--- src/rtl/ex_stage_if.sv ---
// Bundle between ID/EX (upstream) and the EX stage, plus the EX/MEM outputs.
interface ex_stage_if #(
  parameter int XLEN = 32
);
  logic            valid_ex;
  logic            flush_ex;
  logic [4:0]      ctrl_ex;
  logic [4:0]      alu_op;
  logic            alu_src;
  logic [XLEN-1:0] rs1_data;
  logic [XLEN-1:0] rs2_data;
  logic [XLEN-1:0] imm_ex;
  logic [XLEN-1:0] pc_ex;
  logic [XLEN-1:0] rd_ex;
  logic [4:0]      ctrl_mem;
  logic [XLEN-1:0] rd_mem;
  logic [XLEN-1:0] pc4_mem;
  logic [XLEN-1:0] alu_result;
  logic [XLEN-1:0] write_data1;
  logic            stall_ex;

  // upstream side: drives the instruction, observes EX/MEM and stall
  modport master (
    output valid_ex, flush_ex, ctrl_ex, alu_op, alu_src,
           rs1_data, rs2_data, imm_ex, pc_ex, rd_ex,
    input  ctrl_mem, rd_mem, pc4_mem, alu_result, write_data1, stall_ex
  );

  // EX stage side
  modport slave (
    input  valid_ex, flush_ex, ctrl_ex, alu_op, alu_src,
           rs1_data, rs2_data, imm_ex, pc_ex, rd_ex,
    output ctrl_mem, rd_mem, pc4_mem, alu_result, write_data1, stall_ex
  );
endinterface

--- src/rtl/ex_stage.sv ---
// RV32IM execute stage: operand select, single-cycle ALU/multiplier,
// 32-step restoring divider, and the EX/MEM pipeline register.
module ex_stage #(
  parameter int          XLEN    = 32,
  parameter int unsigned PC_STEP = 4
) (
  input  logic     clk,
  input  logic     reset_n,
  ex_stage_if.slave bus
);

  localparam logic [XLEN-1:0] PC_INC = XLEN'(PC_STEP);

  localparam logic [4:0] OP_ADD    = 5'd0;
  localparam logic [4:0] OP_SUB    = 5'd1;
  localparam logic [4:0] OP_SLL    = 5'd2;
  localparam logic [4:0] OP_SLT    = 5'd3;
  localparam logic [4:0] OP_SLTU   = 5'd4;
  localparam logic [4:0] OP_XOR    = 5'd5;
  localparam logic [4:0] OP_SRL    = 5'd6;
  localparam logic [4:0] OP_SRA    = 5'd7;
  localparam logic [4:0] OP_OR     = 5'd8;
  localparam logic [4:0] OP_AND    = 5'd9;
  localparam logic [4:0] OP_MUL    = 5'd10;
  localparam logic [4:0] OP_MULH   = 5'd11;
  localparam logic [4:0] OP_MULHSU = 5'd12;
  localparam logic [4:0] OP_MULHU  = 5'd13;
  localparam logic [4:0] OP_DIV    = 5'd14;
  localparam logic [4:0] OP_DIVU   = 5'd15;
  localparam logic [4:0] OP_REM    = 5'd16;
  localparam logic [4:0] OP_REMU   = 5'd17;
  localparam logic [4:0] OP_PASSB  = 5'd18;

  localparam logic [1:0] S_IDLE = 2'd0;
  localparam logic [1:0] S_RUN  = 2'd1;
  localparam logic [1:0] S_DONE = 2'd2;

  // divider state
  logic [1:0]      state_q, state_d;
  logic [4:0]      cnt_q, cnt_d;
  logic [XLEN-1:0] rem_q, rem_d;
  logic [XLEN-1:0] quo_q, quo_d;
  logic [XLEN-1:0] dvs_q, dvs_d;
  logic            is_rem_q, is_rem_d;
  logic            neg_quo_q, neg_quo_d;
  logic            neg_rem_q, neg_rem_d;
  logic            div0_q, div0_d;

  // EX/MEM register
  logic [4:0]      ctrl_mem_q, ctrl_mem_d;
  logic [XLEN-1:0] rd_mem_q, rd_mem_d;
  logic [XLEN-1:0] pc4_mem_q, pc4_mem_d;
  logic [XLEN-1:0] alu_result_q, alu_result_d;
  logic [XLEN-1:0] write_data1_q, write_data1_d;

  logic [XLEN-1:0] op_a, op_b;
  logic [4:0]      shamt;
  logic [XLEN-1:0] alu_res;
  logic            is_div;
  logic            mul_sa, mul_sb;
  logic signed [2*XLEN+1:0] mul_a, mul_b, prod;
  logic            stall;
  logic            unused_prod;

  assign op_a   = bus.rs1_data;
  assign op_b   = bus.alu_src ? bus.imm_ex : bus.rs2_data;
  assign shamt  = op_b[4:0];
  assign is_div = (bus.alu_op >= OP_DIV) && (bus.alu_op <= OP_REMU);

  // One shared 33x33 signed multiplier; operand signedness picks the MULH flavour.
  always_comb begin
    mul_sa = (bus.alu_op == OP_MULH) || (bus.alu_op == OP_MULHSU);
    mul_sb = (bus.alu_op == OP_MULH);
    mul_a  = {{(XLEN+2){mul_sa & op_a[XLEN-1]}}, op_a};
    mul_b  = {{(XLEN+2){mul_sb & op_b[XLEN-1]}}, op_b};
    prod   = mul_a * mul_b;
  end

  assign unused_prod = ^prod[2*XLEN+1:2*XLEN];

  // Single-cycle ALU result.
  always_comb begin
    alu_res = '0;
    case (bus.alu_op)
      OP_ADD:    alu_res = op_a + op_b;
      OP_SUB:    alu_res = op_a - op_b;
      OP_SLL:    alu_res = op_a << shamt;
      OP_SLT:    alu_res = {{(XLEN-1){1'b0}}, $signed(op_a) < $signed(op_b)};
      OP_SLTU:   alu_res = {{(XLEN-1){1'b0}}, op_a < op_b};
      OP_XOR:    alu_res = op_a ^ op_b;
      OP_SRL:    alu_res = op_a >> shamt;
      OP_SRA:    alu_res = $signed(op_a) >>> shamt;
      OP_OR:     alu_res = op_a | op_b;
      OP_AND:    alu_res = op_a & op_b;
      OP_MUL:    alu_res = prod[XLEN-1:0];
      OP_MULH,
      OP_MULHSU,
      OP_MULHU:  alu_res = prod[2*XLEN-1:XLEN];
      OP_PASSB:  alu_res = op_b;
      default:   alu_res = '0;
    endcase
  end

  // Divider FSM and EX/MEM next-state; bubbles are all-zero.
  always_comb begin
    logic            sgn;
    logic            a_neg, b_neg;
    logic [XLEN:0]   rs, diff;
    logic [XLEN-1:0] q_fix, r_fix;

    state_d       = state_q;
    cnt_d         = cnt_q;
    rem_d         = rem_q;
    quo_d         = quo_q;
    dvs_d         = dvs_q;
    is_rem_d      = is_rem_q;
    neg_quo_d     = neg_quo_q;
    neg_rem_d     = neg_rem_q;
    div0_d        = div0_q;
    ctrl_mem_d    = '0;
    rd_mem_d      = '0;
    pc4_mem_d     = '0;
    alu_result_d  = '0;
    write_data1_d = '0;
    stall         = 1'b0;

    sgn   = (bus.alu_op == OP_DIV) || (bus.alu_op == OP_REM);
    a_neg = sgn & op_a[XLEN-1];
    b_neg = sgn & op_b[XLEN-1];
    rs    = {rem_q, quo_q[XLEN-1]};
    diff  = rs - {1'b0, dvs_q};
    // Zero divisor: restoring division already leaves |A| as remainder,
    // only the quotient needs forcing. INT_MIN/-1 falls out naturally.
    q_fix = div0_q ? '1 : (neg_quo_q ? -quo_q : quo_q);
    r_fix = neg_rem_q ? -rem_q : rem_q;

    case (state_q)
      S_IDLE: begin
        if (bus.valid_ex && is_div) begin
          stall     = 1'b1;
          state_d   = S_RUN;
          cnt_d     = '0;
          rem_d     = '0;
          quo_d     = a_neg ? -op_a : op_a;
          dvs_d     = b_neg ? -op_b : op_b;
          is_rem_d  = (bus.alu_op == OP_REM) || (bus.alu_op == OP_REMU);
          neg_quo_d = a_neg ^ b_neg;
          neg_rem_d = a_neg;
          div0_d    = (op_b == '0);
        end else if (bus.valid_ex) begin
          ctrl_mem_d    = bus.ctrl_ex;
          rd_mem_d      = bus.rd_ex;
          pc4_mem_d     = bus.pc_ex + PC_INC;
          alu_result_d  = alu_res;
          write_data1_d = bus.rs2_data;
        end
      end
      S_RUN: begin
        stall = 1'b1;
        if (!diff[XLEN]) begin
          rem_d = diff[XLEN-1:0];
          quo_d = {quo_q[XLEN-2:0], 1'b1};
        end else begin
          rem_d = rs[XLEN-1:0];
          quo_d = {quo_q[XLEN-2:0], 1'b0};
        end
        cnt_d = cnt_q + 5'd1;
        if (cnt_q == 5'd31) state_d = S_DONE;
      end
      S_DONE: begin
        // upstream held the divide instruction, so its tags are still live
        state_d       = S_IDLE;
        ctrl_mem_d    = bus.ctrl_ex;
        rd_mem_d      = bus.rd_ex;
        pc4_mem_d     = bus.pc_ex + PC_INC;
        alu_result_d  = is_rem_q ? r_fix : q_fix;
        write_data1_d = bus.rs2_data;
      end
      default: state_d = S_IDLE;
    endcase

    if (bus.flush_ex) begin
      state_d       = S_IDLE;
      stall         = 1'b0;
      ctrl_mem_d    = '0;
      rd_mem_d      = '0;
      pc4_mem_d     = '0;
      alu_result_d  = '0;
      write_data1_d = '0;
    end
  end

  // State and EX/MEM register update with synchronous reset.
  always_ff @(posedge clk) begin
    if (!reset_n) begin
      state_q       <= S_IDLE;
      cnt_q         <= '0;
      rem_q         <= '0;
      quo_q         <= '0;
      dvs_q         <= '0;
      is_rem_q      <= 1'b0;
      neg_quo_q     <= 1'b0;
      neg_rem_q     <= 1'b0;
      div0_q        <= 1'b0;
      ctrl_mem_q    <= '0;
      rd_mem_q      <= '0;
      pc4_mem_q     <= '0;
      alu_result_q  <= '0;
      write_data1_q <= '0;
    end else begin
      state_q       <= state_d;
      cnt_q         <= cnt_d;
      rem_q         <= rem_d;
      quo_q         <= quo_d;
      dvs_q         <= dvs_d;
      is_rem_q      <= is_rem_d;
      neg_quo_q     <= neg_quo_d;
      neg_rem_q     <= neg_rem_d;
      div0_q        <= div0_d;
      ctrl_mem_q    <= ctrl_mem_d;
      rd_mem_q      <= rd_mem_d;
      pc4_mem_q     <= pc4_mem_d;
      alu_result_q  <= alu_result_d;
      write_data1_q <= write_data1_d;
    end
  end

  // stall is suppressed while reset is held so upstream never freezes on reset
  assign bus.stall_ex    = stall & reset_n;
  assign bus.ctrl_mem    = ctrl_mem_q;
  assign bus.rd_mem      = rd_mem_q;
  assign bus.pc4_mem     = pc4_mem_q;
  assign bus.alu_result  = alu_result_q;
  assign bus.write_data1 = write_data1_q;

endmodule

--- src/flat_wrapper.sv ---
// flat-port wrapper written by rule: the top's interface ports become plain ports
module ex_stage_flat 
#(
  parameter int          XLEN    = 32,
  parameter int unsigned PC_STEP = 4
)
  (clk, reset_n, bus_valid_ex, bus_flush_ex, bus_ctrl_ex, bus_alu_op, bus_alu_src, bus_rs1_data, bus_rs2_data, bus_imm_ex, bus_pc_ex, bus_rd_ex, bus_ctrl_mem, bus_rd_mem, bus_pc4_mem, bus_alu_result, bus_write_data1, bus_stall_ex);
  ex_stage_if #(.XLEN(XLEN)) bus_i ();
  input  logic clk;
  input  logic reset_n;
  input wire logic [$bits(bus_i.valid_ex)-1:0] bus_valid_ex;
  input wire logic [$bits(bus_i.flush_ex)-1:0] bus_flush_ex;
  input wire logic [$bits(bus_i.ctrl_ex)-1:0] bus_ctrl_ex;
  input wire logic [$bits(bus_i.alu_op)-1:0] bus_alu_op;
  input wire logic [$bits(bus_i.alu_src)-1:0] bus_alu_src;
  input wire logic [$bits(bus_i.rs1_data)-1:0] bus_rs1_data;
  input wire logic [$bits(bus_i.rs2_data)-1:0] bus_rs2_data;
  input wire logic [$bits(bus_i.imm_ex)-1:0] bus_imm_ex;
  input wire logic [$bits(bus_i.pc_ex)-1:0] bus_pc_ex;
  input wire logic [$bits(bus_i.rd_ex)-1:0] bus_rd_ex;
  output wire logic [$bits(bus_i.ctrl_mem)-1:0] bus_ctrl_mem;
  output wire logic [$bits(bus_i.rd_mem)-1:0] bus_rd_mem;
  output wire logic [$bits(bus_i.pc4_mem)-1:0] bus_pc4_mem;
  output wire logic [$bits(bus_i.alu_result)-1:0] bus_alu_result;
  output wire logic [$bits(bus_i.write_data1)-1:0] bus_write_data1;
  output wire logic [$bits(bus_i.stall_ex)-1:0] bus_stall_ex;
  assign bus_i.valid_ex = bus_valid_ex;
  assign bus_i.flush_ex = bus_flush_ex;
  assign bus_i.ctrl_ex = bus_ctrl_ex;
  assign bus_i.alu_op = bus_alu_op;
  assign bus_i.alu_src = bus_alu_src;
  assign bus_i.rs1_data = bus_rs1_data;
  assign bus_i.rs2_data = bus_rs2_data;
  assign bus_i.imm_ex = bus_imm_ex;
  assign bus_i.pc_ex = bus_pc_ex;
  assign bus_i.rd_ex = bus_rd_ex;
  assign bus_ctrl_mem = bus_i.ctrl_mem;
  assign bus_rd_mem = bus_i.rd_mem;
  assign bus_pc4_mem = bus_i.pc4_mem;
  assign bus_alu_result = bus_i.alu_result;
  assign bus_write_data1 = bus_i.write_data1;
  assign bus_stall_ex = bus_i.stall_ex;
  ex_stage #(.XLEN(XLEN), .PC_STEP(PC_STEP)) u_core (.clk(clk), .reset_n(reset_n), .bus(bus_i));
endmodule
--- config.mk ---
export PLATFORM = sky130hd
export DESIGN_NAME = ex_stage_flat
export DESIGN_NICKNAME = d
export VERILOG_FILES = /design/src/rtl/ex_stage_if.sv /design/src/rtl/ex_stage.sv /design/src/flat_wrapper.sv
export SDC_FILE = /design/constraint.sdc
export NUM_CORES = 2
export LEC_CHECK = 0
export ABC_AREA = 1
export CAP_MARGIN = 20
export CORE_MARGIN = 5
export CORE_UTILIZATION = 25
export DETAILED_ROUTE_END_ITERATION = 10
export SYNTH_ARGS = -nofsm -noshare
export SYNTH_HDL_FRONTEND = slang
export SYNTH_SLANG_ARGS = --single-unit
--- constraint.sdc ---
create_clock -name clk -period 9.9 [get_ports clk]
set_input_delay 1.98 -clock clk [delete_from_list [all_inputs] [get_ports clk]]
set_output_delay 1.98 -clock clk [all_outputs]
set_load 0.005 [all_outputs]
==> flow_metrics.tcl <==
set metrics [dict create \
    ys_seq_area_frac 0.0758 \
    clkLatencyLatePin_ps 640 \
    overflow 0 \
    outcome "complete, no violations" \
    cts.path.max_buffers 3 \
    synth-simple-area-share 0.262 \
    via_count 65762 \
    stdcell_count 13343 \
    slowest_delay_ps 740 \
    synth_top_family_by_area "adder cells" \
    synth_area_um2 63400 \
    root_buffer "clkbuf_16" \
    cts_tree "yes" \
    min_period_ps 9600 \
    wl_um 336000 \
    synth-compound-area-share 0.0841 \
    finalClockSkew_ps 47.8 \
    relSlewSlack 0.211 \
    ys_warn_count 0 \
    ys_types 60 \
    synth_top_flop_cell "dfxtp_1" \
    ys_ff_latch 240 \
    fin_nets 11614 \
    arrival_ps 10170 \
    setup_ws_ps 299 \
    clkTransAtPathRegs_ps 70 \
    die-area_um2 264000 \
    die_width_um 514 \
    grt_use_met1 0.312 \
    area_delta_synth_final_pct 23.2 \
    dp_cells 13276 \
    final_common_cell "nand2_1" \
    post_route_cells_drive_above_1_share 0.117 \
    slew_viol_final 0 \
    tightest_slew_ps 1180 \
    cts_max_level 1 \
    slowest_stage "fa_1" \
    grt_pass1_wl_um 477000 \
    synth_fa_ha_area_frac 0.425 \
    async_flop_share 0 \
    cap_viol_max_count 0 \
    finalSetupViolCount 0 \
    hpwl_um 289000 \
    met2_usage 0.393 \
    cts_buffers 27 \
    endpoint_kind "flip-flop" \
    multi_input_area_um2 50100 \
    required_ps 10470 \
    fp.dieH_um 514 \
    track_usage 0.248 \
    grt_util_met3 0.0520 \
    final-seq-area_um2 4800 \
    crit_fanout 17 \
    cp_common_cell "fa_1" \
    dpl_worst_slack_ps -676 \
    grt_max_degree 78 \
    post_synth.cell_area_avg_um2 6.94 \
    routed_via_density 4.93 \
    synthXorXnorAreaFrac 0.0117 \
    fill_cells 27659 \
    rrSetupSlack_ps 6300 \
    cts_sinks 240 \
    firstDrtPassIters 6 \
    worstSetupPathType "in2reg" \
    start_util 0.252 \
    busiest_layer "met2" \
    start_kind "input port" \
    initialDrtViolationCount 6596 \
    place_congestion 1.07 \
    core.rowCount 184 \
    finalCritPeriodShare 0.970 \
    antenna_found_initial 24 \
    io_pins 309 \
    muxShareOfSynthArea 0 \
    port_buffers 308 \
    wire_per_inst_um 25.2 \
    hold_class "reg2reg" \
    core-area_um2 252000 \
    grt_pass1_vias 66172 \
    synth_edf_count 0 \
    clock.fmax_mhz 104 \
    syn_inst 9133 \
    hold_viol_final 0 \
    synthesis.nets 10784 \
    layout_common_cells "2199 x nand2_1, 1903 x inv_1, 1122 x fa_1" \
    antenna_left 0 \
    drc 0 \
]
==> flip-flops by register name, summed over array words and instances, names as in the netlist, 2 cells and up <==
register / flops
u_core.cnt_q: 5
u_core.quo_q: 32
u_core.bus.pc4_mem: 32
u_core.bus.rd_mem: 32
u_core.dvs_q: 32
u_core.rem_q: 32
u_core.bus.write_data1: 32
u_core.state_q: 2
u_core.bus.alu_result: 32
u_core.bus.ctrl_mem: 5
==> stage by stage <==
stage                     area (um^2)  hold slack (ps)  TNS, ps  utilization
after global routing            78100              497    -23.6        0.310
final                           78100              473        0        0.310
after detailed placement        76700              464   -16940        0.305
after CTS                       77700              474        0        0.308
after floorplan                 63400              445        0            -
after global placement          76700              455   -15040        0.305
==> synthesized netlist by cell type (6+ instances only) <==
library cell,n,share of area
buf_1,41,0.0024
inv_1,1912,0.11
a221oi_1,8,0.0011
o221ai_1,11,0.0015
clkbuf_1,321,0.019
a21oi_1,376,0.030
nor4_1,18,0.0018
nand4_1,86,0.0085
a21boi_0,13,0.0015
nand2_1,2214,0.13
inv_2,14,0.00083
o21ai_1,13,0.0010
nand3b_1,19,0.0022
nor3b_1,6,0.00071
o21bai_1,31,0.0037
o21ai_0,290,0.023
dfxtp_1,240,0.076
clkinv_1,22,0.0013
a211oi_1,9,0.0011
o211ai_1,62,0.0073
or2_2,20,0.0020
o21a_1,9,0.0011
nor2_1,897,0.053
o21ai_2,6,0.00083
fa_1,1128,0.36
nor3_1,91,0.0072
nand3_1,636,0.050
xor2_1,57,0.0079
buf_2,43,0.0034
a31oi_1,55,0.0054
o22ai_1,24,0.0024
a21o_1,10,0.0012
nor2_2,13,0.0013
xnor2_1,28,0.0039
ha_1,348,0.069
==> worst paths after layout <==
kind | startpoint | to | depth (start not counted)
worst min register to register | u_core.cnt_q[4] | u_core.cnt_q[4] | 2
worst min-delay path | u_core.cnt_q[4] | u_core.cnt_q[4] | 2
worst max-delay path | bus_rs2_data[15] | u_core.bus.alu_result[8] | 31
worst max register to register | u_core.quo_q[31] | u_core.rem_q[30] | 19
==> per-layer routing <==
layer  wire length [um]  vias to the layer above
li1                   -                    29310
met1             132000                    32343
met2             146000                     3274
met3              31600                      819
met4              25900                       16
met5                104                        -
==> layout make-up <==
class	count	area share
diodes	11	0.000352
inverters	1949	0.0939
clock buffers	32	0.00953
flip-flops and latches	240	0.0615
clock inverters	18	0.00275
multi-input cells	6531	0.641
well taps	3348	0.0536
repair buffers	1214	0.138
==> kinds of logic (layout without fill, tap and decap cells) <==
kind of cell / count (synthesis) / count (layout)
AOI/OAI and AO/OA: 938 / 938
xor gates and xnor gates: 85 / 85
adders and majority gates: 1476 / 1476
buffers and inverters: 2362 / 3213
DFF: 240 / 240
other: 0 / 11
and+or+nand+nor: 4032 / 4032
==> critical path, delay by kind of cell <==
family                     cells  cell delay (ps)
buffers and inverters          8             1120
and+or+nand+nor               11             1760
adders and majority gates     10             4760
AOI/OAI and AO/OA              2              490
==> timing repair <==
item	CTS	global route
hold buffers	0	0
setup endpoints to repair	1	31
setup buffers	0	5
gates resized for setup	1	101
hold endpoints to repair	0	0
pin swaps	0	12
Power is left out: the tool's default activity adds up to more than one toggle a clock period on the data nets, which glitch-free logic cannot reach.
